--- config.mk ---
export PLATFORM = sky130hd
export DESIGN_NAME = ofifo_param_flat
export DESIGN_NICKNAME = d
export VERILOG_FILES = /design/src/rtl/ofifo_pkg.sv /design/src/rtl/ofifo_param_if.sv /design/src/rtl/ofifo_lane.sv /design/src/rtl/ofifo_param.sv /design/src/flat_wrapper.sv
export SDC_FILE = /design/constraint.sdc
export NUM_CORES = 2
export LEC_CHECK = 0
export BUFFER_PORTS_ARGS = -buffer_cell sky130_fd_sc_hd__buf_2
export CAP_MARGIN = 25
export CORE_ASPECT_RATIO = 1.4
export CORE_MARGIN = 2
export CORE_UTILIZATION = 57
export DETAILED_ROUTE_END_ITERATION = 10
export HOLD_SLACK_MARGIN = 0.02
export PLACE_DENSITY = 0.8
export SETUP_SLACK_MARGIN = 0.2
export SLEW_MARGIN = 20
export SYNTH_ARGS = -nofsm -noshare
export SYNTH_HDL_FRONTEND = slang
export SYNTH_SLANG_ARGS = --single-unit
--- constraint.sdc ---
create_clock -name clk -period 12.1 [get_ports clk]
set_clock_uncertainty 0.15 [all_clocks]
set_input_delay 1.21 -clock clk [delete_from_list [all_inputs] [get_ports clk]]
set_output_delay 1.21 -clock clk [all_outputs]
set_load 0.01 [all_outputs]
--- src/rtl/ofifo_pkg.sv ---
// Shared constants for the PE-array FIFOs (ififo / ofifo / core) and the
// pointer-width helper used to size lane pointers and occupancy counters.
package ofifo_pkg;

    localparam int COL_DEF   = 8;
    localparam int BW_DEF    = 4;
    localparam int DEPTH_DEF = 64;

    // Pointer width for a power-of-two depth; counters are one bit wider.
    function automatic int calc_aw(input int depth);
        return $clog2(depth);
    endfunction

endpackage

--- src/rtl/ofifo_param_if.sv ---
// Row/lane bus between the PE array side and the output FIFO.
// Optional error-flag signals exist only when OFIFO_ERR_EN is defined.
interface ofifo_param_if
    import ofifo_pkg::*;
#(
    parameter int col   = COL_DEF,
    parameter int bw    = BW_DEF,
    parameter int DEPTH = DEPTH_DEF
);
    localparam int AW = calc_aw(DEPTH);

    logic [col-1:0]    wr;
    logic [col*bw-1:0] in;
    logic              rd;
    logic [col*bw-1:0] out;
    logic              o_full;
    logic              o_ready;
    logic              o_valid;
    logic [AW:0]       o_rows;
`ifdef OFIFO_ERR_EN
    logic [col-1:0]    o_ovf;
    logic              o_udf;
    logic              err_clr;

    modport master (
        output wr, in, rd, err_clr,
        input  out, o_full, o_ready, o_valid, o_rows, o_ovf, o_udf
    );
    modport slave (
        input  wr, in, rd, err_clr,
        output out, o_full, o_ready, o_valid, o_rows, o_ovf, o_udf
    );
`else
    modport master (
        output wr, in, rd,
        input  out, o_full, o_ready, o_valid, o_rows
    );
    modport slave (
        input  wr, in, rd,
        output out, o_full, o_ready, o_valid, o_rows
    );
`endif

endinterface

--- src/rtl/ofifo_lane.sv ---
// One column lane of the output FIFO: circular buffer with read/write
// pointers and an occupancy counter. The read side is fall-through: dout is
// the entry at rptr with no latency. pop arrives already qualified, so it is
// never asserted on an empty lane.
module ofifo_lane
    import ofifo_pkg::*;
#(
    parameter int   bw    = BW_DEF,
    parameter int   DEPTH = DEPTH_DEF,
    localparam int  AW    = calc_aw(DEPTH)
) (
    input  logic          clk,
    input  logic          reset,
    input  logic          wr,
    input  logic          pop,
    input  logic [bw-1:0] din,
    output logic [bw-1:0] dout,
    output logic [AW:0]   cnt
);

    localparam logic [AW:0] FULL_CNT = (AW+1)'(DEPTH);

    logic [bw-1:0] mem [DEPTH];
    logic [AW-1:0] wptr;
    logic [AW-1:0] rptr;
    logic          wr_ok;

    // A full lane still takes a write when the same edge pops a slot free.
    assign wr_ok = wr && ((cnt != FULL_CNT) || pop);
    assign dout  = mem[rptr];

    // Storage, pointer and occupancy update; reset clears the memory so the
    // head reads zero afterwards.
    always_ff @(posedge clk) begin
        if (reset) begin
            wptr <= '0;
            rptr <= '0;
            cnt  <= '0;
            for (int i = 0; i < DEPTH; i++) begin
                mem[i] <= '0;
            end
        end else begin
            if (wr_ok) begin
                mem[wptr] <= din;
                wptr      <= wptr + 1'b1;
            end
            if (pop) begin
                rptr <= rptr + 1'b1;
            end
            case ({wr_ok, pop})
                2'b10:   cnt <= cnt + 1'b1;
                2'b01:   cnt <= cnt - 1'b1;
                default: cnt <= cnt;
            endcase
        end
    end

endmodule

--- src/rtl/ofifo_param.sv ---
// Output FIFO behind the PE array: col independent lanes written by skewed
// column strobes, popped together as a row once every lane holds data.
// Build option: define OFIFO_ERR_EN for sticky overflow/underflow flags.
module ofifo_param
    import ofifo_pkg::*;
#(
    parameter int col   = COL_DEF,
    parameter int bw    = BW_DEF,
    parameter int DEPTH = DEPTH_DEF
) (
    input  logic          clk,
    input  logic          reset,
    ofifo_param_if.slave  bus
);

    localparam int          AW       = calc_aw(DEPTH);
    localparam logic [AW:0] FULL_CNT = (AW+1)'(DEPTH);

    logic [AW:0] cnt [col];
    logic        pop;
    logic        full_any;
    logic        valid_all;
    logic [AW:0] rows_min;

    // A row pop is only honoured when a complete row sits at the head.
    assign pop = bus.rd & valid_all;

    for (genvar c = 0; c < col; c++) begin : g_lane
        ofifo_lane #(
            .bw    (bw),
            .DEPTH (DEPTH)
        ) u_lane (
            .clk   (clk),
            .reset (reset),
            .wr    (bus.wr[c]),
            .pop   (pop),
            .din   (bus.in[c*bw +: bw]),
            .dout  (bus.out[c*bw +: bw]),
            .cnt   (cnt[c])
        );
    end

    // Row-level status reduced from the per-lane occupancy counters.
    always_comb begin
        full_any  = 1'b0;
        valid_all = 1'b1;
        rows_min  = FULL_CNT;
        for (int c = 0; c < col; c++) begin
            if (cnt[c] == FULL_CNT) full_any  = 1'b1;
            if (cnt[c] == '0)       valid_all = 1'b0;
            if (cnt[c] < rows_min)  rows_min  = cnt[c];
        end
    end

    assign bus.o_full  = full_any;
    assign bus.o_ready = ~full_any;
    assign bus.o_valid = valid_all;
    assign bus.o_rows  = rows_min;

`ifdef OFIFO_ERR_EN
    logic [col-1:0] ovf_set;
    logic [col-1:0] ovf_q;
    logic           udf_set;
    logic           udf_q;

    // A write is dropped when its lane is full and no row pop frees a slot.
    always_comb begin
        ovf_set = '0;
        for (int c = 0; c < col; c++) begin
            ovf_set[c] = bus.wr[c] && (cnt[c] == FULL_CNT) && !pop;
        end
    end

    assign udf_set = bus.rd & ~valid_all;

    // Sticky error flags; a new error in the clear cycle keeps its flag set.
    always_ff @(posedge clk) begin
        if (reset) begin
            ovf_q <= '0;
            udf_q <= 1'b0;
        end else begin
            ovf_q <= (bus.err_clr ? '0 : ovf_q) | ovf_set;
            udf_q <= (bus.err_clr ? 1'b0 : udf_q) | udf_set;
        end
    end

    assign bus.o_ovf = ovf_q;
    assign bus.o_udf = udf_q;
`endif

endmodule

--- src/flat_wrapper.sv ---
// flat-port wrapper written by rule: the top's interface ports become plain ports
module ofifo_param_flat import ofifo_pkg::*;
#(
    parameter int col   = COL_DEF,
    parameter int bw    = BW_DEF,
    parameter int DEPTH = DEPTH_DEF
)
  (clk, reset, bus_wr, bus_in, bus_rd, bus_out, bus_o_full, bus_o_ready, bus_o_valid, bus_o_rows);
  ofifo_param_if #(.col(col), .bw(bw), .DEPTH(DEPTH)) bus_i ();
  input  logic clk;
  input  logic reset;
  input wire logic [$bits(bus_i.wr)-1:0] bus_wr;
  input wire logic [$bits(bus_i.in)-1:0] bus_in;
  input wire logic [$bits(bus_i.rd)-1:0] bus_rd;
  output wire logic [$bits(bus_i.out)-1:0] bus_out;
  output wire logic [$bits(bus_i.o_full)-1:0] bus_o_full;
  output wire logic [$bits(bus_i.o_ready)-1:0] bus_o_ready;
  output wire logic [$bits(bus_i.o_valid)-1:0] bus_o_valid;
  output wire logic [$bits(bus_i.o_rows)-1:0] bus_o_rows;
  assign bus_i.wr = bus_wr;
  assign bus_i.in = bus_in;
  assign bus_i.rd = bus_rd;
  assign bus_out = bus_i.out;
  assign bus_o_full = bus_i.o_full;
  assign bus_o_ready = bus_i.o_ready;
  assign bus_o_valid = bus_i.o_valid;
  assign bus_o_rows = bus_i.o_rows;
  ofifo_param #(.col(col), .bw(bw), .DEPTH(DEPTH)) u_core (.clk(clk), .reset(reset), .bus(bus_i));
endmodule
Word level (Yosys, flattened, before mapping)
Memory sizes are Yosys's and may differ from the RTL's. A register that Yosys moved wholly into a read port is not among the register bits.
Index checks and enable logic that the tools add are counted.

storage, ports and cells
  register bits = 152
  latch bits = 0
  memory bits (writable) = 2,048
  memory bits (read-only) = 0
  output and inout bits = 42
  word-level logic and storage cells = 244
  memories kept = 8

operators by class
  add/subtract/negate cells = 32
  multipliers = 0
  div/mod/pow operators = 0
  magnitude comparators = 8
  eq/ne operators = 32
  shift-type cells = 0
  muxes and demuxes = 98
  bitwise logic cells = 2
  reductions and logical operators = 40

memory list
  name                         depth  bits a word  read ports  clocked after Yosys merged registers in  wr ports  RTL line          RTL
  u_core.g_lane[0].u_lane.mem  64     4            1           1                                        64        ofifo_lane.sv:23  logic [bw-1:0] mem [DEPTH];
  u_core.g_lane[1].u_lane.mem  64     4            1           1                                        64        ofifo_lane.sv:23
  u_core.g_lane[2].u_lane.mem  64     4            1           1                                        64        ofifo_lane.sv:23
  u_core.g_lane[3].u_lane.mem  64     4            1           1                                        64        ofifo_lane.sv:23
  u_core.g_lane[4].u_lane.mem  64     4            1           1                                        64        ofifo_lane.sv:23
  u_core.g_lane[5].u_lane.mem  64     4            1           1                                        64        ofifo_lane.sv:23
  2 more memories              -      -            -           -                                        -         -

operators with widths
  kind                 count
  $mux 6               24
  $pmux 7 s2           8
  $add 6x1->6 const B  16
  $add 7x1->7 const B  8
  $eq 7x7->1 const B   8
  $logic_not 7->1      8
  $mux 7               8
  $ne 7x7->1 const B   8
  $sub 7x1->7 const B  8
  $mux 1               50
  $lt 7x7->1           7
  $mux 4               8
  $reduce_or 4->1      8
  $eq 2x1->1 const B   8
  $eq 2x2->1 const B   8
  $reduce_bool 2->1    8
  $logic_and 1x1->1    8
  $logic_or 1x1->1     8
  $lt 7x7->1 const B   1
  $and 1x1->1          1
  $not 1->1            1

Longest topological paths before layout
  depth in word-level cells = 17
  gate-level depth with buffers = 58
  depth with buffers taken out = 56

Modules after synthesis
A second synthesis with hierarchy kept.

second synthesis, totals
  cell total of the unflattened synthesis = 8,296
  area total of the unflattened synthesis = 109,460.0 um2

modules (own cells, without submodules)
  module                                     times used  cells an instance  area each (um2)
  ofifo_lane at u_core.g_lane[4].u_lane ...  4           992                13,631.8
  ofifo_lane at u_core.g_lane[1].u_lane ...  3           986                12,948.7
  ofifo_lane at u_core.g_lane[0].u_lane      1           1,013              13,568.0
  ofifo_param                                1           357                2,518.7

Worst setup path after synthesis
OpenSTA, ideal clock, no wires.

  path type = reg2out
  start point = register u_core.g_lane[0].u_lane.cnt[6]
  end point = output bus_o_rows[1]
  data arrival time = 10,421 ps
  path slack = 319 ps
  stages on the path, launching flop included = 52
  path buffers = 2
  cells stage by stage = dfxtp_1 -> buf_6 -> nand2b_1 -> ha_1 -> a21oi_1 -> o21ai_1 -> a21oi_4 -> a21oi_1 -> ha_1 -> nor4b_2 -> nor2_2 -> a2111o_1 -> nand2_1 -> nor2_1 -> a21oi_1 -> inv_1 -> ha_1 -> nand2_1 -> (+16 left out) -> nor3_1 -> o31a_1 -> buf_4 -> o31ai_1 -> inv_1 -> ha_1 -> and2_1 -> nand2_1 -> a221oi_1 -> a311oi_1 -> nand4_4 -> mux2i_1 -> ha_1 -> o21a_1 -> o21ai_0 -> a311oi_2 -> o21ai_4 -> mux2i_1

between the ends
  longest elaborated chain between the ends = 16

RTL lines
  what                    RTL line            RTL
  start, declared         ofifo_lane.sv:18    output logic [AW:0] cnt
  start signal, assigned  ofifo_lane.sv:51    2'b10: cnt <= cnt + 1'b1;
  start signal, assigned  ofifo_lane.sv:52    2'b01: cnt <= cnt - 1'b1;
  start signal, assigned  ofifo_lane.sv:53    default: cnt <= cnt;
  $lt 7x7->1              ofifo_param.sv:51   if (cnt[c] < rows_min) rows_min = cnt[c];
  $mux 7 (*)              ofifo_param.sv:51
  $lt 7x7->1              ofifo_param.sv:51
  $mux 7 (*)              ofifo_param.sv:51
  $lt 7x7->1              ofifo_param.sv:51
  $mux 7 (*)              ofifo_param.sv:51
  $lt 7x7->1              ofifo_param.sv:51
  $mux 7 (*)              ofifo_param.sv:51
  $lt 7x7->1              ofifo_param.sv:51
  $mux 7 (*)              ofifo_param.sv:51
  $lt 7x7->1              ofifo_param.sv:51
  $mux 7 (*)              ofifo_param.sv:51
  $lt 7x7->1              ofifo_param.sv:51
  $mux 7 (*)              ofifo_param.sv:51
  $lt 7x7->1              ofifo_param.sv:51
  $mux 7 (*)              ofifo_param.sv:51
  end, declared           flat_wrapper.sv:19  output wire logic [$bits(bus_i.o_rows)-1:0] bus_o_rows;

Mark *: on every way between the ends. The rest lies on a longest branch, timed or not.

Worst setup path in the final report
  start point = register u_core.g_lane[0].u_lane.cnt[6]
  end point = output bus_o_rows[6]

Same word-level chain as after synthesis.

==> out/qor.yml <==
flow_run:
  maxCapViolations: 0
logic_synthesis:
  synth_ff_type: "edfxtp_1"
  syn_inst: 7698
  ys_types: 88
  synth.most_common_cell: "nor2_1"
  synthTopCellsByArea: "edfxtp_1 (59%), mux4_2 (15%), nor2_1 (8.0%)"
  synth_warnings: 0
  synth_seq_cells: 2248
  synth_edf_count: 2048
  synthTopCellsByCount: "nor2_1 (2,213), edfxtp_1 (2,048), mux4_2 (672), clkbuf_1 (491), a21o_1 (459)"
  synth.net_count: 7826
  yosys.area.top_type_share: 0.590
  synth_top_area_cell: "edfxtp_1"
  ys_seq_area_frac: 0.628
  synthArstFlopShare: 0
  syn_avg_cell_area_um2: 13.5
  syn-cell-area_mm2: 0.104
global_routing:
  use_met3: 0.0542
  grt_overflow_total: 0
  grt_use_met1: 0.355
  grt_use_total: 0.291
  grt_pass1_wl_um: 404000
  top_usage_layer: "met2"
  grtUsageMet2: 0.500
  grt_pass1_vias: 66600
  grt_max_degree: 132
  antenna_found_initial: 14
setup_path:
  rr_worst_depth: 12
  reg2reg_slack_ps: 6680
  path_max_fanout: 6
  arrival_ps: 10720
  r2r-start: "u_core.g_lane[2].u_lane.cnt[5]"
  crit_required_ps: 10740
  cp_common_cell: "buf_4"
  r2r_end: "u_core.g_lane[7].u_lane.mem[63][0]"
  end_kind: "primary output"
  start_kind: "register"
  crit_path_max_incr_delay_ps: 440
  path_class: "reg2out"
  cp_slowest_cell: "a2111oi_2"
  cp-endpoint: "bus_o_rows[6]"
  startpoint: "u_core.g_lane[0].u_lane.cnt[6]"
clock_tree:
  cts.reportedPaths.clkPinSlew_ps: 60
  cts_buffers: 203
  cts_buffer_depth: 3
  cts_tree: "yes"
  ctsHtreeMaxLevel: 4
  clock_sinks: 2248
  cts_root_buf: "clkbuf_16"
  hold_buffers: 0
  clk_latency_ps: 860
die:
  die_w_um: 365
  die_area_mm2: 0.186
  rows: 185
  pin_count: 85
  chipHeight_um: 510
  start_util: 0.574
  core_area_mm2: 0.182
detailed_routing:
  drtIter0Drc: 9840
  routed_wl_um: 272000
  viasPerCell: 6.53
  first_pass_iters: 7
  drtAntennaViolNets: 0
  dr_total_vias: 66700
  wl_per_cell_um: 26.7
  drc: 0
timing:
  setup_violations: 0
  finalCritPeriodShare: 0.998
  rsz0062_at_grt: "yes"
  finalMaxSlewViolations: 0
  hold_violations: 0
  whs_ps: 342
  tightest_slew_ps: 1060
  min_period_ps: 12080
  tns_ps: 0
  layout_setup_ws_ps: 21.9
  slew_headroom: 0.290
  max_freq_mhz: 82.8
placed_design:
  pre_cts_ws_ps: -125
  io_buffers: 84
  place_hpwl_um: 179000
  place_congestion: 0.911
  place_inst: 9739
  place_area_mm2: 0.107
outcome:
  outcome: "finished, final reports clean"
worst_hold_path:
  hold_class: "reg2reg"
pwr:
  total_leakage_power_nw: 39.3
  power_density_mw_per_mm2: 151
  vdd_drop_max_v: 0.000142
finish:
  design_area_mm2: 0.115
  area_growth_pct: 10.1
  drive_above_1_share: 0.190
  nets: 7723
  final.fill_count: 12700
  fin_cells: 10200
through the flow:
| stage | total power, mW | utilization |
|---|---|---|
| floorplan | 9.94 | - |
| global placement | 10.3 | 0.586 |
| detailed placement | 10.4 | 0.587 |
| CTS | 17.1 | 0.628 |
| global route | 17.8 | 0.631 |
| finish | 17.3 | 0.631 |
power breakdown:
part / internal [mW] / switching, mW / total (mW)
clock: 3.55 / 2.95 / 6.51
sequential: 8.75 / 0.127 / 8.87
combinational: 0.886 / 1.05 / 1.94
registers in the layout, indices dropped and copies added, names as in the netlist, named ones only:
name and count:
u_core.g_lane.u_lane.cnt 56, u_core.g_lane.u_lane.mem 2048, u_core.g_lane.u_lane.rptr 48, u_core.g_lane.u_lane.wptr 48
layout make-up:
type / instances / area [µm²] / area share
timing repair buffer: 298 / 2250 / 0.0196
multi-input combinational: 4789 / 37000 / 0.322
inverter: 55 / 211 / 0.00184
antenna: 2 / 5.00 / 0.0000436
clock buffer: 267 / 5460 / 0.0476
tap: 2431 / 3040 / 0.0265
sequential: 2248 / 65600 / 0.571
clock inverter: 116 / 1250 / 0.0109
per-layer routing:
metal	part of all wire	vias up
met3	0.11	983
li1	-	28100
met4	0.054	18
met2	0.51	4714
met1	0.33	32900
met5	0.00051	-
how the worst min path moves through the flow:
stage,from,depth (start not counted),endpoint
6_report,u_core.g_lane[2].u_lane.rptr[1],2,register
5_1_grt,u_core.g_lane[6].u_lane.rptr[1],2,register
4_1_cts,u_core.g_lane[5].u_lane.rptr[1],2,register
3_5_place_dp,u_core.g_lane[6].u_lane.rptr[5],2,u_core.g_lane[6].u_lane.rptr[5]
3_3_place_gp,u_core.g_lane[2].u_lane.rptr[1],2,register
2_1_floorplan,u_core.g_lane[4].u_lane.rptr[5],2,register
layout by cell type (no fill, tap or decap), types with 17 or more instances in the layout:
cell / synthesis / routed
nand4_1: 35 / 35
dfxtp_1: 200 / 178
buf_2: 1 / 88
clkbuf_1: 491 / 50
nand3_1: 62 / 57
inv_1: 54 / 49
buf_4: 1 / 178
mux4_2: 672 / 672
a21o_1: 459 / 459
or2_2: 27 / 27
clkinv_2: 0 / 39
a31o_2: 18 / 17
clkbuf_16: 0 / 203
a21oi_1: 75 / 66
nor3_1: 43 / 39
clkinv_1: 0 / 31
ha_1: 77 / 64
and2_1: 68 / 65
edfxtp_1: 2048 / 2048
nand2_1: 432 / 410
o21ai_0: 39 / 35
and3_1: 80 / 80
xor2_1: 70 / 70
nor3b_1: 28 / 20
xnor2_1: 56 / 56
o21bai_1: 60 / 60
mux2i_1: 47 / 42
nand2b_1: 32 / 30
nor2_1: 2213 / 2208
logic make-up after synthesis:
family | Yosys count | synth area share
simple gates | 3093 | 0.122
compound gates | 755 | 0.0533
fa+ha+maj | 91 | 0.0114
xor+xnor | 126 | 0.0106
buf+inv | 661 | 0.0240
mux | 724 | 0.150
flops | 2248 | 0.628
critical path, delay by kind of cell (launching register included):
family	cells	cell delay, ps
buf+inv	15	1780
flops	1	380
simple gates	11	1110
mux	2	490
fa+ha+maj	6	1470
compound gates	26	4620
what timing repair did:
action	CTS	global route
setup buffers	52	15
gates resized for setup	97	37
setup endpoints to repair	7	7
pin swaps	41	40
Power figures use the tool's default switching activity.
